===== config.mk =====
export PLATFORM = sky130hd
export DESIGN_NAME = bandai2003_unlock_rx
export DESIGN_NICKNAME = d
export VERILOG_FILES = /design/src/rtl/bandai2003_unlock_rx.sv
export SDC_FILE = /design/constraint.sdc
export NUM_CORES = 1
export LEC_CHECK = 0
export ABC_AREA = 1
export CAP_MARGIN = 20
export CORE_MARGIN = 1.5
export CORE_UTILIZATION = 56
export CTS_CLUSTER_SIZE = 16
export DETAILED_ROUTE_END_ITERATION = 6
export PLACE_DENSITY = 0.78
export SYNTH_ARGS = -nofsm -noshare
export SYNTH_HDL_FRONTEND = slang
export SYNTH_SLANG_ARGS = --single-unit

===== constraint.sdc =====
create_clock -name CLK -period 1.74 [get_ports CLK]
set_input_delay 0.261 -clock CLK [delete_from_list [all_inputs] [get_ports CLK]]
set_output_delay 0.261 -clock CLK [all_outputs]
set_load 0.03 [all_outputs]

===== src/rtl/bandai2003_unlock_rx.sv =====
// Console-side receiver for the mapper unlock handshake: probe, deserialize the LSB-first reply, compare.
// Optional build macro BANDAI2003_UNLOCK_RETRY_EN re-probes up to MAX_RETRY extra times before flagging FAIL.
module bandai2003_unlock_rx #(
  parameter logic [7:0]  PROBE_ADDR = 8'hA5,
  parameter logic [17:0] PATTERN    = 18'h05140,
  parameter int          TIMEOUT    = 64,
  parameter bit          AUTO_START = 1'b1,
  parameter int          MAX_RETRY  = 3
) (
  input  logic       CLK,
  input  logic       RSTn,
  input  logic       START,
  input  logic       SI,
  output logic [7:0] PADDR,
  output logic       PSTB,
  output logic       BUSY,
  output logic       UNLOCKED,
  output logic       FAIL
);

  localparam int TW = $clog2(TIMEOUT + 1);

  typedef enum logic [2:0] {
    S_IDLE, S_PROBE, S_WAIT_START, S_SHIFT, S_DONE, S_ERR
  } state_t;

  state_t        state_q, state_d;
  logic [17:0]   shreg_q, shreg_d;
  logic [4:0]    bcnt_q, bcnt_d;
  logic [TW-1:0] tcnt_q, tcnt_d;
  logic [17:0]   frame;
  logic          can_retry;

  assign frame = {SI, shreg_q[17:1]};

  always_ff @(posedge CLK or negedge RSTn) begin
    if (!RSTn) begin
      state_q <= S_IDLE;
      shreg_q <= '0;
      bcnt_q  <= '0;
      tcnt_q  <= '0;
    end else begin
      state_q <= state_d;
      shreg_q <= shreg_d;
      bcnt_q  <= bcnt_d;
      tcnt_q  <= tcnt_d;
    end
  end

  always_comb begin
    state_d = state_q;
    shreg_d = shreg_q;
    bcnt_d  = bcnt_q;
    tcnt_d  = tcnt_q;
    unique case (state_q)
      S_IDLE: begin
        // IDLE is only ever reached from reset, so AUTO_START fires once.
        if (START || AUTO_START) state_d = S_PROBE;
      end
      S_PROBE: begin
        state_d = S_WAIT_START;
        tcnt_d  = '0;
        bcnt_d  = '0;
        shreg_d = '0;
      end
      S_WAIT_START: begin
        if (!SI) begin
          shreg_d = frame;
          bcnt_d  = 5'd1;
          state_d = S_SHIFT;
        end else begin
          tcnt_d = tcnt_q + 1'b1;
          if (tcnt_d == TW'(TIMEOUT)) state_d = can_retry ? S_PROBE : S_ERR;
        end
      end
      S_SHIFT: begin
        shreg_d = frame;
        bcnt_d  = bcnt_q + 5'd1;
        if (bcnt_q == 5'd17) begin
          if (frame == PATTERN) state_d = S_DONE;
          else                  state_d = can_retry ? S_PROBE : S_ERR;
        end
      end
      S_DONE, S_ERR: begin
        if (START) state_d = S_PROBE;
      end
      default: state_d = S_IDLE;
    endcase
  end

`ifdef BANDAI2003_UNLOCK_RETRY_EN
  localparam int RW = (MAX_RETRY > 0) ? $clog2(MAX_RETRY + 1) : 1;

  logic [RW-1:0] rcnt_q, rcnt_d;

  assign can_retry = (int'(rcnt_q) < MAX_RETRY);

  // A PROBE entered straight from WAIT_START/SHIFT is a retry; any other PROBE entry is a fresh START.
  always_comb begin
    rcnt_d = rcnt_q;
    if (state_d == S_PROBE && (state_q == S_SHIFT || state_q == S_WAIT_START))
      rcnt_d = rcnt_q + 1'b1;
    else if (state_d == S_DONE || state_d == S_PROBE)
      rcnt_d = '0;
  end

  always_ff @(posedge CLK or negedge RSTn) begin
    if (!RSTn) rcnt_q <= '0;
    else       rcnt_q <= rcnt_d;
  end
`else
  logic unused_max_retry;

  assign can_retry        = 1'b0;
  assign unused_max_retry = (MAX_RETRY != 0);
`endif

  assign PSTB     = (state_q == S_PROBE);
  assign PADDR    = PSTB ? PROBE_ADDR : 8'h00;
  assign BUSY     = (state_q == S_PROBE) || (state_q == S_WAIT_START) || (state_q == S_SHIFT);
  assign UNLOCKED = (state_q == S_DONE);
  assign FAIL     = (state_q == S_ERR);

endmodule


==> flow_summary.ini <==
[synth]
synthCells = 211
synthSimpleGateAreaFrac = 0.262
yosysSeqAreaShare = 0.455
ys_ff_latch = 32
synthDistinctLibCells = 29
syn-cell-area_sq_um = 1760
yosys_warnings = 0
yosysTopAreaCell = dfrtp_1
synth_compound_area_frac = 0.124
synth_top_area_frac = 0.455
synth_xor_area_frac = 0.00498
syn-mean-instance-area_sq_um = 8.34
synth_mux_area_frac = 0
synth_top_family_by_area = simple AND/OR/NAND/NOR gates
synth.area.top_cells = dfrtp_1 (45%), nand2_1 (10%), nand3_1 (5.4%)
synthAdderAreaFrac = 0.0213

[timing]
finalClockSkew_ns = 0.00828
fmax_mhz = 599
final-max-slew-violation-count = 0
grt_setup_unrepaired = yes
setup_violations = 0
whs_ns = 0.315
post-route-min-period_ns = 1.67
min_period_over_period = 0.960
worst_slack_ns = 0.0696
hold_violations = 0

[routing]
dr.pass1.iters = 4
ant_nets = 0
drc = 0
via_per_inst = 5.08
dr.first_iter.drc_count = 62
wl_per_cell_um = 11.8
via_count = 1377
wirelength_um = 3200

[global_route]
grt_pass1_wl_um = 5550
grt_pass1_vias = 1303
grt_max_degree = 33
gr-total-overflow = 0
grt_use_total = 0.215
antenna_found_initial = 0

[final_layout]
final_util = 0.632
design_area_sq_um = 1910
drive_gt1_frac = 0.203
final_cells = 271
n_fill_cell = 273
diodes = 0
seq_area_sq_um = 801
multi_input_area_sq_um = 752
synthToLayoutAreaGrowth_pct = 8.67
fin_nets = 234

[floorplan]
core_region_area_sq_um = 3030
start_util = 0.581
dieArea_sq_um = 3490
row_count = 20
fp.dieW_um = 59.1
die_y_um = 59.1
num_io_pins = 16

[placed_design]
dp_hpwl_um = 2290
dp_cells = 264
place_congestion = 0.798
numPortBuffers = 11
placed_area_sq_um = 1860
dp_slack_ns = 0.151

[cts]
cts_hold_buf = 0
postCtsSetupRepairBufs = 0
clk_latency_ns = 0.34
cts.sinks = 32
cts_tree = built
htreeDepth = 2
path_clk_slew_ns = 0.10
clockRootBuffer = clkbuf_4
cts_buffers = 5
clk_path_buf_depth = 2

[critical_path]
worst-setup-path-type = reg2out
worstPathRequired_ns = 1.48
worstPathArrival_ns = 1.41
cp-start-kind = flip-flop
path_max_fanout = 6
crit_path_end_kind = output pin

[power]
power_density_nw_per_um2 = 1510
leakage_nw = 0.944
vdd_drop_max_mv = 0.885

[outcome]
status = finished, final reports clean

[flow_run]
drv_cap = 0

[worst_hold_path]
hp-class = in2async
per-layer routing:
layer,up-vias,global-route usage,part of all wire
li1,694,-,-
met1,659,0.276,0.46
met2,16,0.340,0.49
met3,8,0.0459,0.027
met4,0,0.117,0.024
met5,-,0,0
where the power goes:
group	total, mW	switching (mW)	internal, mW	leakage [nW]
clock	0.397	0.248	0.149	0.0281
combinational	1.49	1.01	0.480	0.481
sequential	1.00	0.126	0.878	0.435
total	2.89	1.39	1.51	0.944
kinds of logic (layout without fill, tap and decap cells):
kind of cell,Yosys count,count (layout)
and+or+nand+nor,99,99
buffers and inverters,41,54
AOI/OAI and AO/OA,34,34
DFF,32,32
adders and majority gates,3,3
other,1,4
xor gates and xnor gates,1,1
per-stage QoR:
step / TNS, ns / total power, mW
4_1_cts: 0 / 2.88
2_1_floorplan: 0 / 2.27
3_5_place_dp: 0 / 2.50
6_report: 0 / 2.89
3_3_place_gp: 0 / 2.46
5_1_grt: -0.0117 / 3.10
worst paths after layout:
kind / startpoint / endpoint / slack [ns] / depth (start not counted)
hold reg to reg: shreg_q[1] / shreg_q[1] / 0.52 / 2
setup reg to reg: state_q[2] / shreg_q[1] / 0.13 / 8
hold / removal: RSTn / tcnt_q[2] / 0.32 / 2
setup / recovery: state_q[2] / BUSY / 0.07 / 4
max in group asynchronous: RSTn / shreg_q[4] / 1.12 / 2
min in group CLK: shreg_q[1] / shreg_q[1] / 0.52 / 2
registers in the layout, indices dropped and copies added, names as in the netlist:
register	flops
bcnt_q	5
tcnt_q	7
state_q	3
shreg_q	17
worst max-delay path, stage by stage, from the launching register on:
cell             delay [ns]
dfrtp_1                0.37
inv_1                  0.18
nand2_1                0.10
clkinv_2               0.07
clkdlybuf4s15_1        0.36
synthesized netlist by cell type:
| cell type | count |
|---|---|
| nor3_2 | 1 |
| o31ai_1 | 5 |
| nand2_4 | 3 |
| inv_2 | 4 |
| xor2_1 | 1 |
| dfrtp_1 | 32 |
| nand2_2 | 6 |
| nand4_1 | 1 |
| a21oi_1 | 3 |
| nor2_1 | 16 |
| o21ai_2 | 8 |
| nand3_1 | 19 |
| o21ai_0 | 5 |
| buf_4 | 8 |
| nor2_2 | 1 |
| conb_1 | 1 |
| nor2_4 | 1 |
| o21bai_1 | 1 |
| nand2_1 | 49 |
| inv_1 | 24 |
| buf_8 | 1 |
| nor3_1 | 1 |
| o22ai_1 | 3 |
| buf_12 | 2 |
| nor3b_2 | 1 |
| clkinv_2 | 1 |
| o21ai_1 | 9 |
| clkbuf_1 | 1 |
| ha_1 | 3 |
cells in the final DEF, fill, tap and decap left out:
master           count
ha_1                 3
clkbuf_4             5
o21ai_1              9
clkbuf_1             1
o21ai_2              8
nor2_1              15
a21oi_1              3
conb_1               4
nor3_2               1
nor2_4               2
dlygate4sd2_1        1
nor3b_2              1
buf_4               12
nor2_2               1
o22ai_1              3
clkdlybuf4s15_1      2
o21ai_0              5
nand2_4              3
o31ai_1              5
xor2_1               1
nor3_1               1
nand2_2              7
clkdlybuf4s50_1      3
inv_2                4
clkinv_2             2
nand4_1              1
inv_1               24
nand3_1             19
dfrtp_1             32
o21bai_1             1
nand2_1             48
layout make-up:
| cell class | count | area share |
|---|---|---|
| tap | 44 | 0.0288 |
| multi-input combinational | 141 | 0.393 |
| inverter | 29 | 0.0576 |
| clock buffer | 6 | 0.0216 |
| clock inverter | 1 | 0.00262 |
| timing repair buffer | 18 | 0.0778 |
| sequential | 32 | 0.419 |
timing repair:
action / in CTS / in global routing
gates resized for setup: 4 / 4
endpoints found under the hold margin: 0 / 0
setup endpoints to repair: 8 / 7
Note: power is estimated with default switching activity, not from simulation.
